$ cat src/rtl/router_pkg.sv
`default_nettype none
// ============================================================================
//  Module      : router_pkg
//  Description : Shared constants and allocator state encoding for the
//                5-channel router.
//  Revision    : 1.0 - initial release
// ============================================================================
package router_pkg;

    // Number of RX inputs / TX outputs and the width of a channel index.
    localparam int CHANNELS     = 5;
    localparam int CHANNEL_BITS = 3;

    // Per-output allocator state.
    typedef enum logic [1:0] {
        IDLE = 2'd0,
        BUSY = 2'd1,
        DONE = 2'd2
    } alloc_state_t;

endpackage
`default_nettype wire

$ cat src/rtl/switch_allocator_rr_pick.sv
`default_nettype none
// ============================================================================
//  Module      : rr_pick
//  Description : Combinational round-robin picker. Returns the first set
//                request at or after ptr_i, scanning upward with wrap.
//  Revision    : 1.0 - initial release
// ============================================================================
module rr_pick
    import router_pkg::*;
#(
    parameter int CHANNELS     = router_pkg::CHANNELS,
    parameter int CHANNEL_BITS = router_pkg::CHANNEL_BITS
) (
    input  logic [CHANNELS-1:0]     req_i,
    input  logic [CHANNEL_BITS-1:0] ptr_i,
    output logic [CHANNEL_BITS-1:0] winner_o,
    output logic                    valid_o
);

    logic [CHANNEL_BITS-1:0] hi_idx;
    logic                    hi_vld;
    logic [CHANNEL_BITS-1:0] lo_idx;
    logic                    lo_vld;

    // Lowest request at or above the pointer, and lowest request overall (wrap case).
    always_comb begin
        hi_idx = '0;
        hi_vld = 1'b0;
        lo_idx = '0;
        lo_vld = 1'b0;
        for (int p = CHANNELS - 1; p >= 0; p--) begin
            if (req_i[p]) begin
                lo_idx = CHANNEL_BITS'(p);
                lo_vld = 1'b1;
                if (CHANNEL_BITS'(p) >= ptr_i) begin
                    hi_idx = CHANNEL_BITS'(p);
                    hi_vld = 1'b1;
                end
            end
        end
    end

    assign winner_o = hi_vld ? hi_idx : lo_idx;
    assign valid_o  = lo_vld;

endmodule
`default_nettype wire

$ cat src/rtl/switch_allocator.sv
`default_nettype none
// ============================================================================
//  Module      : switch_allocator
//  Description : Centralised output-port allocator. Each TX output runs an
//                independent IDLE/BUSY/DONE FSM with a round-robin pointer,
//                drives the TX switch handshake and the crossbar select.
//                Optional per-output BUSY timeout: SWITCH_ALLOC_TIMEOUT_EN.
//  Revision    : 1.0 - initial release
// ============================================================================
module switch_allocator
    import router_pkg::*;
#(
    parameter int CHANNELS     = router_pkg::CHANNELS,
    parameter int CHANNEL_BITS = router_pkg::CHANNEL_BITS,
    parameter int TIMEOUT      = 64
) (
    input  logic                             clk,
    input  logic                             reset,
    input  logic [CHANNELS-1:0]              rx_req,
    input  logic [CHANNELS*CHANNEL_BITS-1:0] rx_chnl,
    output logic [CHANNELS-1:0]              rx_gnt,
    output logic [CHANNELS-1:0]              tx_req,
    input  logic [CHANNELS-1:0]              tx_ack,
    output logic [CHANNELS*CHANNEL_BITS-1:0] selected,
    output logic [CHANNELS-1:0]              active,
    output logic [CHANNELS-1:0]              timeout_flag
);

    localparam logic [CHANNEL_BITS-1:0] LAST_CHNL = CHANNEL_BITS'(CHANNELS - 1);

    logic [CHANNELS-1:0]              rx_gnt_q;
    logic [CHANNELS-1:0]              rx_gnt_d;
    logic [CHANNELS-1:0]              done_d;
    logic [CHANNELS*CHANNEL_BITS-1:0] sel_d_all;

`ifndef SWITCH_ALLOC_TIMEOUT_EN
    // Timeout depth has no meaning without the counter.
    logic timeout_unused;
    assign timeout_unused = ^TIMEOUT;
`endif

    for (genvar o = 0; o < CHANNELS; o++) begin : g_out
        localparam logic [CHANNEL_BITS-1:0] OUT_IDX = CHANNEL_BITS'(o);

        logic [CHANNELS-1:0]     cand;
        logic [CHANNEL_BITS-1:0] win;
        logic                    win_vld;
        alloc_state_t            state_q;
        alloc_state_t            state_d;
        logic [CHANNEL_BITS-1:0] sel_q;
        logic [CHANNEL_BITS-1:0] sel_d;
        logic [CHANNEL_BITS-1:0] ptr_q;
        logic [CHANNEL_BITS-1:0] ptr_d;
        logic [CHANNEL_BITS-1:0] sel_inc;
        logic                    tx_req_q;
        logic                    tx_req_d;
        logic                    active_q;
        logic                    active_d;
        logic                    expired;

        // Inputs requesting this output; out-of-range targets never match.
        always_comb begin
            cand = '0;
            for (int i = 0; i < CHANNELS; i++) begin
                cand[i] = rx_req[i] &&
                          (rx_chnl[i*CHANNEL_BITS +: CHANNEL_BITS] == OUT_IDX);
            end
        end

        rr_pick #(
            .CHANNELS     (CHANNELS),
            .CHANNEL_BITS (CHANNEL_BITS)
        ) u_pick (
            .req_i    (cand),
            .ptr_i    (ptr_q),
            .winner_o (win),
            .valid_o  (win_vld)
        );

        // Pointer value that places the just-served input last in priority.
        assign sel_inc = (sel_q == LAST_CHNL) ? '0 : sel_q + 1'b1;

`ifdef SWITCH_ALLOC_TIMEOUT_EN
        localparam int CNT_W = (TIMEOUT > 1) ? $clog2(TIMEOUT) : 1;
        localparam logic [CNT_W-1:0] CNT_LAST = CNT_W'(TIMEOUT - 1);

        logic [CNT_W-1:0] cnt_q;
        logic [CNT_W-1:0] cnt_d;
        logic             tflag_q;
        logic             tflag_d;

        // Counter runs only while BUSY, so it is zero on every BUSY entry.
        assign expired = (cnt_q == CNT_LAST);
        assign cnt_d   = (state_q == BUSY) ? cnt_q + 1'b1 : '0;
        assign tflag_d = tflag_q | ((state_q == BUSY) && !tx_ack[o] && expired);

        // Timeout counter and sticky flag.
        always_ff @(posedge clk) begin
            if (!reset) begin
                cnt_q   <= '0;
                tflag_q <= 1'b0;
            end else begin
                cnt_q   <= cnt_d;
                tflag_q <= tflag_d;
            end
        end

        assign timeout_flag[o] = tflag_q;
`else
        assign expired         = 1'b0;
        assign timeout_flag[o] = 1'b0;
`endif

        // Next-state and registered-output decode for this output.
        always_comb begin
            state_d  = state_q;
            sel_d    = sel_q;
            ptr_d    = ptr_q;
            tx_req_d = tx_req_q;
            active_d = active_q;
            case (state_q)
                IDLE: begin
                    if (win_vld) begin
                        state_d  = BUSY;
                        sel_d    = win;
                        tx_req_d = 1'b1;
                        active_d = 1'b1;
                    end
                end
                BUSY: begin
                    if (tx_ack[o]) begin
                        state_d  = DONE;
                        tx_req_d = 1'b0;
                    end else if (expired) begin
                        state_d  = IDLE;
                        tx_req_d = 1'b0;
                        active_d = 1'b0;
                        ptr_d    = sel_inc;
                    end
                end
                DONE: begin
                    if (!rx_req[sel_q] && !tx_ack[o]) begin
                        state_d  = IDLE;
                        active_d = 1'b0;
                        ptr_d    = sel_inc;
                    end
                end
                default: begin
                    state_d  = IDLE;
                    tx_req_d = 1'b0;
                    active_d = 1'b0;
                end
            endcase
        end

        // State, selection, pointer and handshake registers.
        always_ff @(posedge clk) begin
            if (!reset) begin
                state_q  <= IDLE;
                sel_q    <= '0;
                ptr_q    <= '0;
                tx_req_q <= 1'b0;
                active_q <= 1'b0;
            end else begin
                state_q  <= state_d;
                sel_q    <= sel_d;
                ptr_q    <= ptr_d;
                tx_req_q <= tx_req_d;
                active_q <= active_d;
            end
        end

        assign tx_req[o]                                  = tx_req_q;
        assign active[o]                                  = active_q;
        assign selected[o*CHANNEL_BITS +: CHANNEL_BITS]   = sel_q;
        assign done_d[o]                                  = (state_d == DONE);
        assign sel_d_all[o*CHANNEL_BITS +: CHANNEL_BITS]  = sel_d;
    end

    // Grant to an input is high while the output it holds sits in DONE.
    always_comb begin
        rx_gnt_d = '0;
        for (int o = 0; o < CHANNELS; o++) begin
            for (int i = 0; i < CHANNELS; i++) begin
                if (done_d[o] &&
                    (sel_d_all[o*CHANNEL_BITS +: CHANNEL_BITS] == CHANNEL_BITS'(i))) begin
                    rx_gnt_d[i] = 1'b1;
                end
            end
        end
    end

    // Registered grant vector.
    always_ff @(posedge clk) begin
        if (!reset) begin
            rx_gnt_q <= '0;
        end else begin
            rx_gnt_q <= rx_gnt_d;
        end
    end

    assign rx_gnt = rx_gnt_q;

endmodule
`default_nettype wire
$ cat config.mk
export PLATFORM = sky130hd
export DESIGN_NAME = switch_allocator
export DESIGN_NICKNAME = d
export VERILOG_FILES = /design/src/rtl/router_pkg.sv /design/src/rtl/switch_allocator_rr_pick.sv /design/src/rtl/switch_allocator.sv
export SDC_FILE = /design/constraint.sdc
export NUM_CORES = 1
export LEC_CHECK = 0
export ABC_AREA = 1
export CAP_MARGIN = 20
export CORE_ASPECT_RATIO = 1.25
export CORE_UTILIZATION = 56
export DETAILED_ROUTE_END_ITERATION = 10
export GPL_TIMING_DRIVEN = 0
export PLACE_DENSITY_LB_ADDON = 0.1
export SLEW_MARGIN = 20
export SYNTH_ARGS = -nofsm -noshare
export SYNTH_HDL_FRONTEND = slang
export SYNTH_SLANG_ARGS = --single-unit
$ cat constraint.sdc
create_clock -name clk -period 2.3 [get_ports clk]
set_input_delay 0.575 -clock clk [delete_from_list [all_inputs] [get_ports clk]]
set_output_delay 0.575 -clock clk [all_outputs]
set_load 0.05 [all_outputs]
# Word-level counts from Yosys, hierarchy flattened
# Index checks and enable logic that the tools add are counted.
# classes
addsub	5
order_cmp	30
eq_ne	75
mux	250
n_bitwise	10
n_reduce_logical	95
# ops
cell	count
3-bit 2-to-1 mux	95
1-bit 2-to-1 mux	120
3-bit by 2-bit equality test with 1-bit output (second input constant)	20
1-bit logical AND	55
3-bit equality test (second input constant)	15
3-bit by 1-bit equality test with 1-bit output (second input constant)	10
1-bit by 3-bit >= comparator with 1-bit output (first input constant)	10
2-bit by 3-bit >= comparator with 1-bit output (first input constant)	10
3-bit zero test	10
2-bit 2-to-1 mux	15
1-bit case mux with 3 select lines	10
2-bit case mux with 3 select lines	5
3-bit AND reduction	10
2-bit equality test (second input constant)	10
3-bit by 4-bit < comparator with 1-bit output (second input constant)	5
2-bit != test (second input constant)	10
3-bit by 1-bit adder with 3-bit output (second input constant)	5
1-bit binary-select mux with 3-bit select	5
3-bit >= comparator (first input constant)	5
2-bit by 1-bit equality test with 1-bit output (second input constant)	5
1-bit zero test	10
2-bit zero test	5
2-bit by 1-bit != test with 1-bit output (second input constant)	5
1-bit NOT	10
2-bit AND reduction	5
# word_totals
reg_bits	55
input_bits	27
output_inout_bits	35
elab_cells	491

# Depth between registers and ports, before layout
# logic_depth
word_depth	21
mapped_depth	15
mapped_depth_nobuf	15

# Cells and area by module
# A second synthesis with hierarchy kept.
# unflattened
cells_unflattened	682
area_unflattened_um2	4204.0
# modules_own_cells
module	n_inst	cells_each	area_each_um2	seq_area_each_um2
switch_allocator	1	507	3365.7	1101.1
rr_pick	5	35	167.7	0.0

# Worst setup path after synthesis
# Ideal clock, no wire load.
# synth_timing
kind	register to register
start	register g_out[2].sel_q[0]
end	register rx_gnt_q[1], in the netlist rx_gnt[1]
setup_ns	0.128
arrival_time_ns	1.758
required_time_ns	2.172
path_slack_ns	0.415
path_stages_with_launch	12
n_path_buf	0
period_less_slack_ns	1.885
cell_sequence	dfxtp_1 inv_1 nor2_1 o21ai_0 nand2_1 nand2_1 a21oi_1 nor2_1 nand2_1 nand2_1 nor2_1 nor2_1
# synth_between
elab_chain_len	11
elab_cells_between_ends	14
classes_between	eq/ne (2); mux (9); reduce/logical (3)
# synth_lines
element	line	source
from (decl)	switch_allocator.sv:50	logic [CHANNEL_BITS-1:0] sel_q;
from (signal assigned)	switch_allocator.sv:166	sel_q <= sel_d;
1-bit binary-select mux with 3-bit select	switch_allocator.sv:142	if (!rx_req[sel_q] && !tx_ack[o]) begin
1-bit 2-to-1 mux (not written as such)	switch_allocator.sv:142	
1-bit zero test	switch_allocator.sv:142	
1-bit logical AND	switch_allocator.sv:142	
2-bit 2-to-1 mux	switch_allocator.sv:142	
2-bit case mux with 3 select lines	switch_allocator.sv:121	case (state_q)
2-bit equality test	switch_allocator.sv:176	assign done_d[o] = (state_d == DONE);
1-bit logical AND *	switch_allocator.sv:185	if (done_d[o] &&
1-bit 2-to-1 mux * (3 in a row)	switch_allocator.sv:185	
to (signal assigned)	switch_allocator.sv:198	rx_gnt_q <= rx_gnt_d;
to (decl)	switch_allocator.sv:31	logic [CHANNELS-1:0] rx_gnt_q;
# Every way passes the cells marked *; elsewhere a longest branch is shown, timed or not. The select of a mux whose other input is x is not followed.
# A chain may end at the register's enable or synchronous reset.

# Worst setup path after layout
# layout_timing
start	register g_out[0].sel_q[1]
end	output port selected[1]
# layout_lines
element	line	source
from (decl)	switch_allocator.sv:50	
from (signal assigned)	switch_allocator.sv:166	
to (decl)	switch_allocator.sv:24	output logic [CHANNELS*CHANNEL_BITS-1:0] selected,
# No word-level cell between the ends.

==> results.toml <==
[outcome]
status = "finished clean"

[worst_setup_path]
start_kind = "flip-flop"
end_kind = "primary output"
path_delay_family = "buffers and inverters"
critPathBufInv = 1
arrival_ns = 1.66
rr_endpoint = "rx_gnt[2]$_SDFF_PN0_"
cp_max_fo = 7
reg2reg_slack_ns = 0.38
crit_required_ns = 1.73
slowest_stage = "clkdlybuf4s50_1"
rr_worst_depth = 11
path_cells = "clkdlybuf4s50_1"
path_class = "reg2out"
r2r_start = "g_out[2].sel_q[0]$_SDFF_PN0_"
cpPeakStageDelay_ns = 0.86

[hold_path]
worst_hold_path.endpoint = "g_out[3].tx_req_q$_SDFFE_PN0P_"
hp-class = "reg2reg"
hold_start = "g_out[3].tx_req_q$_SDFFE_PN0P_"
hold_depth = 2

[floorplan]
die_x_um = 80.7
die_area_sq_um = 8110
start_util_pct = 58.3
rows = 35
die_y_um = 100
core-area_sq_um = 7440
io-pin-count = 62

[detailed_routing]
drt_iter0_drc = 265
drtPass1Iterations = 5
via_per_inst = 5.43
vias = 4891
wl_um = 12600
antenna_left = 0
drc = 0
routedWlPerCell_um = 14.0

[timing]
finalClockSkew_ns = 0.0128
period_needed_ns = 2.24
worst_slew_pin_slew_ns = 0.737
setup_viol = 0
slew_headroom_pct = 50.9
fin_crit_sh_pct = 97.3
finalMaxSlewViolations = 0
finalHoldViolCount = 0
fmax_mhz = 447

[clock_network]
cts_tree = "yes"
clk_latency_ns = 0.32
path_clk_slew_ns = 0.10
cts_max_level = 2
clockBufferDepth = 2
cts_buffers = 5
root_buffer = "clkbuf_8"
cts.sinks = 55

[yosys]
synth.most_common_cell = "nand2_1"
synth_edf_count = 0
synth_top_cells_by_area = "dfxtp_1 25%, nand2_1 17%, nor2_1 9.6%"
synthCells = 738
yosysUniqueCellTypes = 32
yosys.area.top_type = "dfxtp_1"
syn_area_sq_um = 4340
synthArstFlopShare_pct = 0
ys_warn_count = 0
synthFlopType = "dfxtp_1"
ys_ff_latch = 55
synth_common_cells = "199 x nand2_1, 111 x nor2_1, 81 x inv_1, 71 x nand3_1, 67 x a21oi_1"
avgSynthCellArea_sq_um = 5.88
yosysSeqAreaShare_pct = 25.4
yosysTopAreaCellShare_pct = 25.4

[finish]
synthToLayoutAreaGrowth_pct = 22.3
layout.cells.non_filler = 900
final_util_pct = 71.3
drive_above_1_share_pct = 14.1
diodes = 0
nets = 844

[place]
numPortBuffers = 56
gp_congestion = 0.942
hpwl_um = 9650
place_inst = 890

[power_and_ir_drop]
worst_ir_drop_vdd_mv = 0.341
leakage_nw = 2.60
powerDensity_nw_per_um2 = 526

[job]
max_cap_violations = 0

[global_route]
grt_usage_pct = 31.3
grt_pass1_vias = 4338
overflow = 0
grt_max_degree = 17
antenna_found_initial = 0
grt_pass1_wl_um = 19300
==> cell families after synthesis <==
logic type | Yosys count | synth area share, %
buf+inv | 112 | 11.0
compound gates | 118 | 14.9
other cells | 1 | 0.0864
fa+ha+maj | 10 | 2.88
simple gates | 442 | 45.7
flops | 55 | 25.4
==> state kept, by name, indices dropped and copies added (netlist names) <==
register        cells
g_out.active_q      5
g_out.ptr_q        15
g_out.sel_q        15
g_out.state_q      10
g_out.tx_req_q      5
rx_gnt              5
==> placed cells by master, fill, tap and decap left out, drive strengths merged <==
cell type and count:
nand4 4, dfxtp 55, o21bai 2, dlymetal6s2s 11, buf 17, o211ai 2
nand3 78, a41oi 1, clkdlybuf4s15 1, nand3b 4, ha 10, dlygate4sd2 6
nor2 132, inv 91, clkbuf 13, a21oi 67, bufinv 2, a31oi 1
clkinv 1, a211oi 3, conb 5, nor3 5, a21boi 1, o21ai 40
nand2 219, clkdlybuf4s50 36, a22oi 1
==> per-layer routing <==
| layer | track usage (%) | share of wire, % | up-vias |
|---|---|---|---|
| li1 | - | - | 2493 |
| met1 | 39.0 | 43 | 2195 |
| met2 | 51.5 | 47 | 166 |
| met3 | 4.18 | 5.7 | 37 |
| met4 | 17.0 | 4.4 | 0 |
| met5 | 0 | 0 | - |
==> worst reg2reg max path: cells and delay by family, from the launching register on <==
kind	cells	cell delay (ns)
compound gates	2	0.41
buf+inv	1	0.14
flops	1	0.47
simple gates	8	0.80
==> worst max path at each step <==
stage	from	endpoint	slack [ns]	cells after the start
floorplan	g_out[2].sel_q[0]$_SDFF_PN0_	rx_gnt[1]$_SDFF_PN0_	0.41	11
CTS	rx_chnl[10]	rx_gnt[1]$_SDFF_PN0_	0.002	15
global placement	rx_req[3]	rx_gnt[3]$_SDFF_PN0_	-0.59	13
detailed placement	rx_req[3]	rx_gnt[0]$_SDFF_PN0_	-0.59	13
finish	g_out[0].sel_q[1]$_SDFF_PN0_	selected[1]	0.06	1
global route	rx_req[4]	rx_gnt[1]$_SDFF_PN0_	-0.01	11
==> what timing repair did <==
item | in CTS | in global routing
endpoints found under the setup margin | 5 | 5
pin swaps | 3 | 2
hold buffers | 0 | 0
resized for setup | 23 | 40
setup buffers | 2 | 0
==> report_power, final <==
group / switching [W] / internal [W] / total [W]
Clock: 0.000328 / 0.000436 / 0.000763
Sequential: 0.0000530 / 0.00101 / 0.00106
Combinational: 0.000640 / 0.000324 / 0.000964
Total: 0.00102 / 0.00177 / 0.00279
==> layout make-up <==
class	instances	area [sq um]
clock inverters	2	60.1
fillers	674	2140
plain buffers	20	131
multi-input cells	575	2890
clock buffers	6	72.6
flip-flops and latches	55	1100
repair buffers	58	586
inverters	92	355
well taps	92	115
==> stage by stage <==
| stage | TNS (ns) | hold WS [ns] | total power (W) | setup WS [ns] | cell area [sq um] |
|---|---|---|---|---|---|
| 2_1_floorplan | 0 | 0.439 | 0.00174 | 0.415 | 4350 |
| 3_3_place_gp | -4.35 | 0.449 | 0.00199 | -0.591 | 5030 |
| 3_5_place_dp | -4.79 | 0.456 | 0.00201 | -0.590 | 5030 |
| 4_1_cts | 0 | 0.473 | 0.00278 | 0.00165 | 5220 |
| 5_1_grt | -0.0186 | 0.497 | 0.00293 | -0.0148 | 5310 |
| 6_report | 0 | 0.470 | 0.00279 | 0.0618 | 5310 |
No activity file was read; power rests on OpenSTA's default activity.
